`config.mk`:
```
export PLATFORM = sky130hd
export DESIGN_NAME = serial_compare_ctrl
export DESIGN_NICKNAME = d
export VERILOG_FILES = /design/src/rtl/serial_compare_ctrl_pkg.sv /design/src/rtl/serial_compare_ctrl_cmp2.sv /design/src/rtl/serial_compare_ctrl.sv
export SDC_FILE = /design/constraint.sdc
export NUM_CORES = 1
export LEC_CHECK = 0
export ABC_AREA = 0
export BUFFER_PORTS_ARGS = -buffer_cell sky130_fd_sc_hd__buf_2
export CAP_MARGIN = 20
export CORE_UTILIZATION = 59
export CTS_BUF_LIST = sky130_fd_sc_hd__clkbuf_2
export DETAILED_ROUTE_END_ITERATION = 8
export PLACE_DENSITY = 0.92
export SETUP_SLACK_MARGIN = 0.02
export SYNTH_ARGS = -nofsm -noshare
export SYNTH_HDL_FRONTEND = slang
export SYNTH_SLANG_ARGS = --single-unit
export TNS_END_PERCENT = 10
```
`constraint.sdc`:
```
create_clock -name clk -period 6.5 [get_ports clk]
set_input_delay 0.975 -clock clk [delete_from_list [all_inputs] [get_ports clk]]
set_output_delay 0.975 -clock clk [all_outputs]
set_load 0.005 [all_outputs]
```
`src/rtl/serial_compare_ctrl_pkg.sv`:
```
// Shared types and helpers for the digit-serial magnitude comparator.
// Operands are walked two bits at a time, MSB digit first.
package cmp_pkg;

    typedef enum logic {
        IDLE = 1'b0,
        RUN  = 1'b1
    } state_t;

    localparam int DIGIT_W = 2;

    function automatic int ndig(input int width);
        return width / DIGIT_W;
    endfunction

endpackage

```
`src/rtl/serial_compare_ctrl_cmp2.sv`:
```
// Combinational 2-bit unsigned magnitude comparator; the per-digit datapath
// that the serial controller reuses on every step.
module comparator_2bit (
    input  logic [1:0] i_a,
    input  logic [1:0] i_b,
    output logic       o_gt,
    output logic       o_lt,
    output logic       o_eq
);

    assign o_gt = (i_a > i_b);
    assign o_lt = (i_a < i_b);
    assign o_eq = (i_a == i_b);

endmodule

```
`src/rtl/serial_compare_ctrl.sv`:
```
// Multi-cycle magnitude comparator: captures A/B on start, then scans them
// one 2-bit digit per clock (MSB first) through a single comparator_2bit.
module serial_compare_ctrl
    import cmp_pkg::*;
#(
    parameter int WIDTH      = 8,
    parameter bit EARLY_EXIT = 1'b1
) (
    input  logic             clk,
    input  logic             rst,
    input  logic             start,
    input  logic [WIDTH-1:0] a,
    input  logic [WIDTH-1:0] b,
    output logic             busy,
    output logic             done,
    output logic             agb,
    output logic             alb,
    output logic             aeb
);

    localparam int NDIG  = ndig(WIDTH);
    localparam int IDX_W = (NDIG > 1) ? $clog2(NDIG) : 1;

    generate
        if ((WIDTH < 2) || ((WIDTH % 2) != 0)) begin : g_bad_width
            $error("serial_compare_ctrl: WIDTH must be even and >= 2");
        end
    endgenerate

    state_t               r_state;
    logic [WIDTH-1:0]     r_a;
    logic [WIDTH-1:0]     r_b;
    logic [IDX_W-1:0]     r_idx;
    logic                 r_sticky_gt;
    logic                 r_sticky_lt;

    logic [DIGIT_W-1:0]   w_a_digs [NDIG];
    logic [DIGIT_W-1:0]   w_b_digs [NDIG];
    logic [DIGIT_W-1:0]   w_a_dig;
    logic [DIGIT_W-1:0]   w_b_dig;
    logic                 w_gt;
    logic                 w_lt;
    logic                 w_eq;

    genvar gi;
    generate
        for (gi = 0; gi < NDIG; gi++) begin : g_digits
            assign w_a_digs[gi] = r_a[DIGIT_W*gi +: DIGIT_W];
            assign w_b_digs[gi] = r_b[DIGIT_W*gi +: DIGIT_W];
        end
    endgenerate

    assign w_a_dig = w_a_digs[r_idx];
    assign w_b_dig = w_b_digs[r_idx];

    comparator_2bit u_cmp (
        .i_a  (w_a_dig),
        .i_b  (w_b_dig),
        .o_gt (w_gt),
        .o_lt (w_lt),
        .o_eq (w_eq)
    );

    always_ff @(posedge clk) begin
        if (rst) begin
            r_state     <= IDLE;
            r_a         <= '0;
            r_b         <= '0;
            r_idx       <= '0;
            r_sticky_gt <= 1'b0;
            r_sticky_lt <= 1'b0;
            busy        <= 1'b0;
            done        <= 1'b0;
            agb         <= 1'b0;
            alb         <= 1'b0;
            aeb         <= 1'b0;
        end else begin
            done <= 1'b0;
            case (r_state)
                IDLE: begin
                    if (start) begin
                        r_a         <= a;
                        r_b         <= b;
                        r_idx       <= IDX_W'(NDIG - 1);
                        r_sticky_gt <= 1'b0;
                        r_sticky_lt <= 1'b0;
                        r_state     <= RUN;
                        busy        <= 1'b1;
                    end
                end
                RUN: begin
                    if (!w_eq && EARLY_EXIT) begin
                        agb     <= w_gt;
                        alb     <= w_lt;
                        aeb     <= 1'b0;
                        done    <= 1'b1;
                        busy    <= 1'b0;
                        r_state <= IDLE;
                    end else begin
                        // First unequal digit wins; less significant digits never override it.
                        if (!w_eq && !r_sticky_gt && !r_sticky_lt) begin
                            r_sticky_gt <= w_gt;
                            r_sticky_lt <= w_lt;
                        end
                        if (r_idx == '0) begin
                            agb     <= r_sticky_gt | (!r_sticky_lt & w_gt);
                            alb     <= r_sticky_lt | (!r_sticky_gt & w_lt);
                            aeb     <= !r_sticky_gt & !r_sticky_lt & w_eq;
                            done    <= 1'b1;
                            busy    <= 1'b0;
                            r_state <= IDLE;
                        end else begin
                            r_idx <= r_idx - 1'b1;
                        end
                    end
                end
                default: r_state <= IDLE;
            endcase
        end
    end

endmodule

```
Yosys cells after proc, flatten, opt, wreduce, memory -nomap -nowiden. Index checks and enable logic that the tools add are counted. Widths: inputs -> output; s select.

Add/subtract/negate cells: 1. Magnitude comparators: 3. Equal/unequal tests: 7. Muxes and demuxes: 33. Bitwise gates (word level): 8. Reduce and logical (&&, ||, !) cells: 12.

Operators with widths (number): $mux 1 (19); $mux 2 (7); $bmux 2 s2 (2); $pmux 1 s2 (4); $ne 2x1->1 const B (3); $reduce_and 2->1 (3); $reduce_and 3->1 (2); $and 1x1->1 (4); $ne 2x2->1 const B (2); $pmux 2 s2 (1); $ge 3x3->1 const B (1); $logic_not 1->1 (3); $ne 3x2->1 const B (1); $not 2->3 (1); $eq 2x2->1 (1); $gt 2x2->1 (1); $logic_and 1x1->1 (2); $logic_not 2->1 (1); $lt 2x2->1 (1); $or 1x1->1 (2); $reduce_or 2->1 (1); $sub 2x1->2 const B (1); $not 1->1 (1).

Bits in registers: 26. Input bits: 19. Output and inout port bits: 5. Word-level logic and storage cells: 75.

Depth between registers and ports, before layout.
Word-level depth: 11. Mapped depth: 8. Gate-level depth less buffers: 7.

By module. Synthesis repeated with hierarchy kept, for this count alone.

Cells, all modules: 130. Area total of the unflattened synthesis: 1246.2 µm².

By module, submodules not included: serial_compare_ctrl (times used 1, cells each 121, area an instance 1183.6 µm², sequential area each 520.5 µm²); comparator_2bit (times used 1, cells each 9, area an instance 62.6 µm², sequential area each 0.0 µm²).

Worst setup path after synthesis. OpenSTA, ideal clock, no wires.

Path type: flip-flop to flip-flop. Start: register r_idx[0]. End: register aeb. Setup time: 0.070 ns. Arrival: 2.041 ns. Required time: 6.430 ns. Path slack: 4.388 ns. Stages on the path, launching flop included: 8. Clock period less this slack: 2.112 ns. Cells stage by stage: dfxtp_1 buf_2 mux4_2 ha_1 nand2_2 o21ai_2 or4_1 a21oi_1.

Cells in the longest elaborated chain, start to end: 8. Elaborated cells on any way between the ends: 14. Those cells by class: eq/ne: 2; mux: 8; bitwise: 2; reduce/logical: 2.

RTL lines: from (decl) (RTL line serial_compare_ctrl.sv:33) `logic [IDX_W-1:0] r_idx;`; from (signal assigned) (RTL line serial_compare_ctrl.sv:84) `r_idx <= IDX_W'(NDIG - 1);`; from (signal assigned) (RTL line serial_compare_ctrl.sv:113) `r_idx <= r_idx - 1'b1;`; $not 2->3 (implied by the code) (RTL line serial_compare_ctrl.sv:53, serial_compare_ctrl.sv:54); $bmux 2 s2 (on tied branches) (RTL line serial_compare_ctrl.sv:53, serial_compare_ctrl.sv:54); $mux 2 (on tied branches) (2 in series) (RTL line serial_compare_ctrl.sv:53, serial_compare_ctrl.sv:54); $eq 2x2->1 (RTL line serial_compare_ctrl_cmp2.sv:13) `assign o_eq = (i_a == i_b);`; $and 1x1->1 (RTL line serial_compare_ctrl.sv:108) `aeb <= !r_sticky_gt & !r_sticky_lt & w_eq;`; $mux 1 (RTL line serial_compare_ctrl.sv:105) `if (r_idx == '0) begin`; $mux 1 (RTL line serial_compare_ctrl.sv:92) `if (!w_eq && EARLY_EXIT) begin`; to (signal assigned) (RTL line serial_compare_ctrl.sv:108); to (decl) (RTL line serial_compare_ctrl.sv:18) `output logic aeb`.

Parallel ways exist; a longest one is shown, timed or not. The select of a mux whose other input is x is not followed. A chain may end at the register's enable or synchronous reset.

Worst setup path in the final report. Same ends and word-level chain as after synthesis.

==> impl_metrics.yaml <==
outcome:
  status: "completed"
floorplanning:
  std_cell_rows: 15
  die_w_um: 44.98
  design.core.area_um2: 1727
  num_io_pins: 24
  start_util_pct: 63.12
  die_y_um: 44.98
  dieArea_um2: 2023
timing:
  finalCritPeriodShare_pct: 36.16
  finalClockSkew_ns: 0.01657
  finalSetupViolations: 0
  rsz0062_at_grt: "false"
  max_clock_freq_mhz: 425.5
  max-slew-margin-rel_pct: 63.93
  slew_viol_final: 0
  fin_setup_tns_ns: 0
  fin_crit_ns: 2.350
  worstMarginPinSlew_ns: 0.5410
  hold_viol_final: 0
placement:
  gp_congestion: 0.8448
  dpl.hpwl_mm: 1.491
  dp.cells: 165
  portBuffers: 23
worst_hold_path:
  hold_class: "reg -> reg"
setup_path:
  reg2reg_slack_ns: 4.15
  end_kind: "flip-flop"
  crit_type: "reg -> reg"
  arrival_ns: 2.62
  timing.rr.end: "aeb"
  crit_path_max_fanout: 7
  startpoint: "r_idx[0]"
  worstSetupStartpointType: "flip-flop"
  r2r-start: "r_idx[0]"
  reg2reg_depth: 6
  worstSetupEndpoint: "aeb"
  worstPathRequired_ns: 6.77
power:
  leakage_nw: 0.5015
  ir_drop_uv: 161.9
  power.total_mw: 0.2991
  p_per_area_nw_per_um2: 244.7
logic_synthesis:
  ys_ff_latch: 26
  netlist_area_um2: 1090
  synth_top_area_share_pct: 47.76
  postSynthAreaPerCell_um2: 8.789
  synth_top_cell_by_area: "dfxtp_1"
  yosys_warnings: 0
  ys_top_cells_by_area: "dfxtp_1 (48%), nand2_1 (12%), a21oi_1 (9.6%)"
  syn_nets: 146
  ys_types: 22
  synth-seq-area-share_pct: 47.76
  synth_cells: 124
global_route:
  grt_pass1_vias: 842
  grt_overflow_total: 0
  antenna_found_initial: 0
  grt_usage_pct: 22.75
  grt_max_degree: 27
  grt_pass1_wl_mm: 3.339
finish:
  diodes: 0
  post-route-util_pct: 70.80
  drive_gt1_share_pct: 24.48
  stdcell_count: 168
  synthToLayoutAreaGrowth_pct: 12.17
  final_cell_mix: "nand2_1 (34), dfxtp_1 (26), buf_2 (23)"
  fillers: 153
  fin_nets: 167
  layout_commonest_cell: "nand2_1"
cts:
  post_cts_buffers: 0
  clkTransAtPathRegs_ns: 0.21
  cts-htree-levels: 1
  cts-hold-fix-buffers: 0
  clock_latency_ns: 0.34
  clockRootBuffer: "clkbuf_2"
  cts_resized: 0
  clk_path_buf_depth: 2
  cts_made_buffers: 3
  cts.sink_count: 26
  tritoncts: "built"
route:
  vias: 894
  viasPerCell: 5.321
  final_antenna_net_count: 0
  drtPass1Iterations: 4
  drc: 0
  wire_per_inst_um: 11.89
  totalWireLength_mm: 1.998
  drt_iter0_markers: 22
run:
  drv_cap: 0
==> Yosys cell counts, drive strengths merged <==
| library cell | count |
|---|---|
| nor3b | 3 |
| o21a | 1 |
| nor2 | 5 |
| nor2b | 1 |
| o21ai | 1 |
| ha | 3 |
| or4 | 1 |
| buf | 5 |
| a211oi | 2 |
| a21bo | 1 |
| nor3 | 4 |
| nand2 | 35 |
| inv | 4 |
| dfxtp | 26 |
| nand2b | 2 |
| a311oi | 1 |
| a21oi | 21 |
| mux4 | 4 |
| clkbuf | 3 |
| or3b | 1 |
==> logic make-up (layout without fill, tap and decap cells) <==
family                   after synthesis  count (layout)  synth area share [%]
AND/OR/NAND/NOR                       52              52                 21.58
AO/OA/AOI/OAI                         27              27                 14.24
buffers and inverters                 12              31                 4.706
multiplexers                           4               4                 8.267
adder cells (fa/ha/maj)                3               3                 3.445
flip-flops                            26              26                 47.76
==> sequential cells by signal, indices dropped and copies added (netlist names) <==
| name | count |
|---|---|
| r_b | 8 |
| r_sticky_lt | 1 |
| busy | 1 |
| r_state | 1 |
| agb | 1 |
| alb | 1 |
| r_sticky_gt | 1 |
| r_a | 8 |
| r_idx | 2 |
| done | 1 |
| aeb | 1 |
==> worst max-delay path, stage by stage (launching register included) <==
cell	delay [ns]
dfxtp_1	0.56
mux4_2	0.55
ha_1	0.36
nand2_2	0.15
o21ai_2	0.10
or4_1	0.42
a21oi_1	0.16
==> per-layer routing <==
metal | global-route usage, % | routed length (um) | up-vias
li1 | - | - | 456
met1 | 26.53 | 881 | 408
met2 | 40.00 | 1006 | 26
met3 | 4.800 | 91 | 4
met4 | 9.697 | 19 | 0
met5 | 0 | 0 | -
==> metrics by stage <==
step                cell area, um^2  setup WS (ns)  hold slack (ns)
floorplan                      1090          4.388           0.4331
global placement               1207          4.293           0.4465
detailed placement             1207          4.188           0.4508
CTS                            1222          4.138           0.4745
global route                   1222          4.013           0.4909
finish                         1222          4.150           0.4724
==> worst min-delay path by stage <==
stage                     startpoint  endpoint  slack (ns)  cells after the start
after global routing          r_b[2]    r_b[2]        0.49                      2
final                         r_a[2]    r_a[2]        0.47                      2
after floorplan               r_a[4]    r_a[4]        0.43                      2
after global placement        r_b[0]    r_b[0]        0.45                      2
after CTS                     r_a[6]    r_a[6]        0.47                      2
after detailed placement      r_a[6]    r_a[6]        0.45                      2
==> area by class of cell <==
type / count / area [um^2] / share of cell area [%]
Clock buffer: 3 / 15.01 / 1.228
Inverter: 4 / 15.01 / 1.228
Multi-Input combinational cell: 86 / 518.0 / 42.37
Sequential cell: 26 / 520.5 / 42.58
Tap cell: 25 / 31.28 / 2.559
Timing Repair Buffer: 24 / 122.6 / 10.03
==> report_power, final <==
part / leakage, nW / internal (mW) / switching, mW
clock network: 0.0125 / 0.0126 / 0.0441
registers: 0.214 / 0.171 / 0.00910
logic: 0.275 / 0.0290 / 0.0329
(Power assumes the default switching activity.)
